===== config.mk =====
export PLATFORM = sky130hd
export DESIGN_NAME = regfile_sb
export DESIGN_NICKNAME = d
export VERILOG_FILES = /design/src/rtl/regfile_sb_pkg.sv /design/src/rtl/regfile_sb_scoreboard.sv /design/src/rtl/regfile_sb.sv
export SDC_FILE = /design/constraint.sdc
export NUM_CORES = 1
export LEC_CHECK = 0
export CAP_MARGIN = 5
export CORE_MARGIN = 8
export CORE_UTILIZATION = 25
export CTS_CLUSTER_SIZE = 8
export DETAILED_ROUTE_END_ITERATION = 8
export GPL_ROUTABILITY_DRIVEN = 0
export GPL_TIMING_DRIVEN = 0
export PLACE_DENSITY = 0.49
export SLEW_MARGIN = 0
export SYNTH_ARGS = -nofsm -noshare
export SYNTH_HDL_FRONTEND = slang
export SYNTH_SLANG_ARGS = --single-unit

===== constraint.sdc =====
create_clock -name clk -period 4.42 [get_ports clk]
set_input_delay 0.884 -clock clk [delete_from_list [all_inputs] [get_ports clk]]
set_output_delay 0.884 -clock clk [all_outputs]
set_load 0.01 [all_outputs]

===== src/rtl/regfile_sb_pkg.sv =====
// Shared types and default sizes for the scoreboarded register file.
package regfile_sb_pkg;

    typedef enum logic {
        ST_INIT = 1'b0,
        ST_RUN  = 1'b1
    } state_e;

    localparam int DEF_XLEN  = 32;
    localparam int DEF_NREGS = 32;

endpackage


===== src/rtl/regfile_sb_scoreboard.sv =====
// Pending-producer bits with set/clear and NRD parallel lookups.
module regfile_sb_scoreboard
    import regfile_sb_pkg::*;
#(
    parameter int NREGS = DEF_NREGS,
    parameter int NRD   = 2,
    parameter int AW    = $clog2(NREGS)
) (
    input  logic              clk,
    input  logic              rst_n,
    input  logic              set_en,
    input  logic [AW-1:0]     set_addr,
    input  logic              clr_en,
    input  logic [AW-1:0]     clr_addr,
    input  logic [NRD*AW-1:0] raddr,
    output logic [NRD-1:0]    busy
);

    logic [NREGS-1:0] pending_q, pending_d;

    // Set is applied after clear so a same-cycle new producer keeps the bit.
    always_comb begin
        pending_d = pending_q;
        if (clr_en) pending_d[clr_addr] = 1'b0;
        if (set_en) pending_d[set_addr] = 1'b1;
    end

    always_ff @(posedge clk or negedge rst_n) begin
        if (!rst_n) pending_q <= '0;
        else        pending_q <= pending_d;
    end

    always_comb begin
        busy = '0;
        for (int i = 0; i < NRD; i++)
            busy[i] = pending_q[raddr[i*AW +: AW]];
    end

endmodule


===== src/rtl/regfile_sb.sv =====
// Register file with clear-on-reset sequencer and producer scoreboard.
// Define REGFILE_SB_BYPASS_EN to forward same-cycle writes to the read ports.
module regfile_sb
    import regfile_sb_pkg::*;
#(
    parameter int XLEN  = DEF_XLEN,
    parameter int NREGS = DEF_NREGS,
    parameter int NRD   = 2
) (
    input  logic                       clk,
    input  logic                       rst_n,
    input  logic                       we,
    input  logic [$clog2(NREGS)-1:0]   waddr,
    input  logic [XLEN-1:0]            wdata,
    input  logic [NRD*$clog2(NREGS)-1:0] raddr,
    output logic [NRD*XLEN-1:0]        rdata,
    output logic [NRD-1:0]             rbusy,
    input  logic                       rsv_valid,
    input  logic [$clog2(NREGS)-1:0]   rsv_addr,
    output logic                       init_done
);

    localparam int AW = $clog2(NREGS);

    state_e          state_q, state_d;
    logic [AW-1:0]   cnt_q, cnt_d;
    logic            run;

    logic            wr_en;
    logic [AW-1:0]   wr_idx;
    logic [XLEN-1:0] wr_data;
    logic [XLEN-1:0] regs_q [NREGS];

    logic            sb_set, sb_clr;
    logic [NRD-1:0]  sb_busy;

    assign run       = (state_q == ST_RUN);
    assign init_done = run;

    always_comb begin
        state_d = state_q;
        cnt_d   = cnt_q;
        if (state_q == ST_INIT) begin
            if (cnt_q == AW'(NREGS - 1)) state_d = ST_RUN;
            else                         cnt_d   = cnt_q + AW'(1);
        end
    end

    always_ff @(posedge clk or negedge rst_n) begin
        if (!rst_n) begin
            state_q <= ST_INIT;
            cnt_q   <= AW'(1);
        end else begin
            state_q <= state_d;
            cnt_q   <= cnt_d;
        end
    end

    // One write port shared by the clear sequencer and write-back.
    always_comb begin
        wr_en   = 1'b0;
        wr_idx  = waddr;
        wr_data = wdata;
        if (!run) begin
            wr_en   = 1'b1;
            wr_idx  = cnt_q;
            wr_data = '0;
        end else if (we && waddr != '0) begin
            wr_en = 1'b1;
        end
    end

    // Contents are deliberately not reset; the INIT sweep clears them.
    always_ff @(posedge clk) begin
        if (wr_en) regs_q[wr_idx] <= wr_data;
    end

    assign sb_set = run && rsv_valid && (rsv_addr != '0);
    assign sb_clr = run && we && (waddr != '0);

    regfile_sb_scoreboard #(
        .NREGS (NREGS),
        .NRD   (NRD),
        .AW    (AW)
    ) u_sb (
        .clk      (clk),
        .rst_n    (rst_n),
        .set_en   (sb_set),
        .set_addr (rsv_addr),
        .clr_en   (sb_clr),
        .clr_addr (waddr),
        .raddr    (raddr),
        .busy     (sb_busy)
    );

    for (genvar i = 0; i < NRD; i++) begin : g_rd
        logic [AW-1:0] ra;
        assign ra = raddr[i*AW +: AW];

        always_comb begin
            rdata[i*XLEN +: XLEN] = '0;
            rbusy[i]              = 1'b0;
            if (run && ra != '0) begin
                rdata[i*XLEN +: XLEN] = regs_q[ra];
                rbusy[i]              = sb_busy[i];
`ifdef REGFILE_SB_BYPASS_EN
                if (we && waddr == ra) begin
                    rdata[i*XLEN +: XLEN] = wdata;
                    rbusy[i]              = 1'b0;
                end
`endif
            end
        end
    end

endmodule


==> flow_summary_export.csv <==
group,metric,value,unit
clock_network,clkTransAtPathRegs,0.05,ns
run_status,violations,"setup timing",
setup_path,cp-endpoint,"rdata[51]",
setup_path,end_kind,"output port",
yosys,synth_area_leader_cell,"edfxtp_1",
pwr,vdd_drop_max,0.426,mV
route,ant_nets,0,
yosys,synth-main-ff-cell,"edfxtp_1",
setup_path,cp_max_fo,10,
sta,fmax,219,MHz
yosys,ys.warnings.count,0,
yosys,netlist_area,50000,um2
sta,clock_skew,0.0272,ns
floorplan,initial_core_util,25.1,%
setup_path,crit_chain,"clkdlybuf4s18_2, buf_6, buf_6, mux4_2, a22o_1, a31oi_1, nand4_1, clkdlybuf4s15_1",
setup_path,worst_path_most_repeated_cell,"buf_6",
sta,setup_slack,-0.144,ns
route,wl_per_cell,34.6,um
route,drc,0,
pwr,combPwrFrac,10.6,%
route,drt_wl_total,210000,um
clock_network,cts_tree,"done",
hold_path,hold_path_class,"in2async",
floorplan,boundaryPins,123,
yosys,synth-edff-count,1024,
setup_path,cp.depth,8,
layout,layout_commonest_cell,"edfxtp_1",
sta,grt_setup_unrepaired,"true",
clock_network,cts.sinks,1062,
yosys,postSynthAreaPerCell,16.3,um2
sta,post-route-min-period,4.56,ns
setup_path,reg2reg_slack,0.70,ns
floorplan,rows,164,
sta,hold_violations,0,
pwr,powerDensity,398,nW/um2
job,maxCapViolCount,0,
yosys,syn-num-nets,3123,
route,viasPerCell,5.45,
pwr,p_int,0.0181,W
sta,post-route-period-util,103,%
run_status,outcome,"finished, violations left",
placed_design,port_buffers,112,
sta,setup_viol,11,
layout,mostFrequentLayoutCells,"edfxtp_1, mux2i_1, mux4_2",
pwr,power.share.switching,25.0,%
grt,grt_antenna_before_repair,12,
pwr,power.total,0.0241,W
floorplan,dieArea,215000,um2
route,vias,33100,
floorplan,fp.coreArea,199000,um2
clock_network,numCtsBuffers,150,
setup_path,startpoint,"raddr[7]",
yosys,yosysSeqAreaShare,63.4,%
setup_path,path_class,"in2out",
setup_path,cp.arrival,3.68,ns
sta,setup_tns,-0.624,ns
layout,multi_input_area,17400,um2
setup_path,slowest_stage,"nand4_1",
route,drt_iter0_markers,4752,
layout,seq_area,31700,um2
clock_network,clock_latency,0.79,ns
floorplan,die_width,463,um
setup_path,critPathBufInv,4,
layout,n_fill_cell,19500,
yosys,ys_ff_latch,1062,
grt,grt_overflow_total,0,
yosys,async_flop_share,3.58,%
yosys,synth_cells,3065,
placed_design,hpwl,152000,um
pwr,p_leak,20.4,nW
pwr,power_frac_seq,46.3,%
pwr,p_sw,0.00604,W
grt,grt_max_degree,39,
sta,maxSlewViolCount,0,
sta,max-slew-margin-rel,9.79,%
layout,nets,3441,
pwr,clkPwrFrac,43.1,%
floorplan,die_y,463,um
yosys,synth_top_cell_area_share,61.5,%
clock_network,ctsLongestPathBuffers,3,
grt,grt_use_total,18.7,%
clock_network,root_buffer,"clkbuf_16",
setup_path,worstReg2RegStart,"init_done",
setup_path,cp_slowest_stage_delay,0.50,ns
yosys,yosys-top-cells-area,"edfxtp_1, mux4_2, mux2i_1",
setup_path,cp.required,3.54,ns
route,dr.pass1.iters,6,
setup_path,startpoint_type,"input port",
clock_network,htreeDepth,4,
layout,syn_to_final_growth,21.2,%
grt,grt_pass1_vias,32800,
sta,worst_slew_pin_slew,1.35,ns
grt,grt_pass1_wl,281000,um
setup_path,rr_worst_depth,7,
setup_path,cp_top_family,"buffers and inverters",
placed_design,pre_cts_ws,-1.42,ns
yosys,synth_cell_types,48,
setup_path,r2r_end,"regs_q[21][12]",
layout,drive_gt1_share,23.7,%
[kinds of logic (layout without fill, tap and decap cells)]
kind of cell / after synthesis / in the layout / share of synthesized area (%)
muxes: 800 / 800 / 22.5
buffers and inverters: 249 / 588 / 2.69
AOI/OAI and AO/OA: 467 / 467 / 6.39
and+or+nand+nor: 482 / 482 / 4.93
other: 0 / 9 / 0
adders and majority gates: 2 / 2 / 0.0500
DFF: 1062 / 1062 / 63.4
xor gates and xnor gates: 3 / 3 / 0.0525
[flip-flops by register name (all words and copies together) (netlist names)]
| signal | flops |
|---|---|
| u_sb.pending_q | 32 |
| cnt_q | 5 |
| init_done | 1 |
| regs_q | 1024 |
[layout make-up]
| cell class | count | share of cell area, % |
|---|---|---|
| plain buffers | 245 | 3.14 |
| inverters | 3 | 0.0186 |
| multi-input cells | 1754 | 28.7 |
| clock inverters | 8 | 0.196 |
| repair buffers | 167 | 3.72 |
| clock buffers | 165 | 6.39 |
| flip-flops and latches | 1062 | 52.3 |
| diodes | 9 | 0.0371 |
| well taps | 2656 | 5.48 |
[worst register-to-register path, stage by stage (launching register included)]
cell and delay (ns):
dfrtp_1 0.34, clkbuf_4 0.28, buf_6 0.24, buf_2 0.29, nand4b_1 0.46, o31a_1 0.57
nor2_4 0.89, buf_12 0.29
[Yosys cell counts, drive strengths merged, types with 3 or more instances]
cell type,number
edfxtp,1024
mux2i,536
mux4,261
a22oi,202
nand3,158
buf,149
nand2,124
clkbuf,97
nand4,72
a21oi,67
a31oi,64
a22o,63
o21ai,62
nor2,47
and2,39
dfrtp,37
nor2b,12
nand3b,5
nand4b,5
nand2b,4
and4b,3
and4bb,3
inv,3
mux2,3
o31a,3
xnor2,3
[metal layers]
layer  share of wire, %  global-route usage, %
met1                 39                   23.9
met2                 45                   29.5
met3                9.8                   4.63
met4                5.8                   9.64
met5             0.0043                      0
[power by group through the flow]
stage / Clock (W) / Sequential (W) / Combinational, W
CTS: 0.0105 / 0.0112 / 0.00248
finish: 0.0104 / 0.0112 / 0.00256
global route: 0.0108 / 0.0112 / 0.00260
floorplan: 0 / 0.0113 / 0.00121
detailed placement: 0 / 0.0114 / 0.00242
global placement: 0 / 0.0114 / 0.00239
[worst min path at each step]
stage | startpoint | to | depth (start not counted)
floorplan | u_sb.pending_q[0] | u_sb.pending_q[0] | 1
global placement | u_sb.pending_q[0] | u_sb.pending_q[0] | 1
detailed placement | u_sb.pending_q[0] | u_sb.pending_q[0] | 1
CTS | rst_n | u_sb.pending_q[24] | 1
global route | rst_n | u_sb.pending_q[24] | 1
finish | rst_n | u_sb.pending_q[24] | 1
[what timing repair did]
| action | CTS | global route |
|---|---|---|
| pin swaps | 32 | 10 |
| hold buffers | 0 | 0 |
| hold endpoints to repair | 0 | 0 |
| setup endpoints to repair | 66 | 19 |
| resized for setup | 340 | 24 |
| setup buffers | 8 | 0 |
[metrics by stage]
stage / instance area [um2] / util (%) / std cells / hold WS, ns
after floorplan: 50000 / - / 3065 / 0.441
after global placement: 54500 / 27.3 / 5833 / 0.471
after detailed placement: 55400 / 27.8 / 5866 / 0.482
after CTS: 60200 / 30.2 / 6046 / 0.229
after global routing: 60600 / 30.4 / 6065 / 0.301
final: 60600 / 30.4 / 6069 / 0.230
No activity file was read; power rests on OpenSTA's default activity.
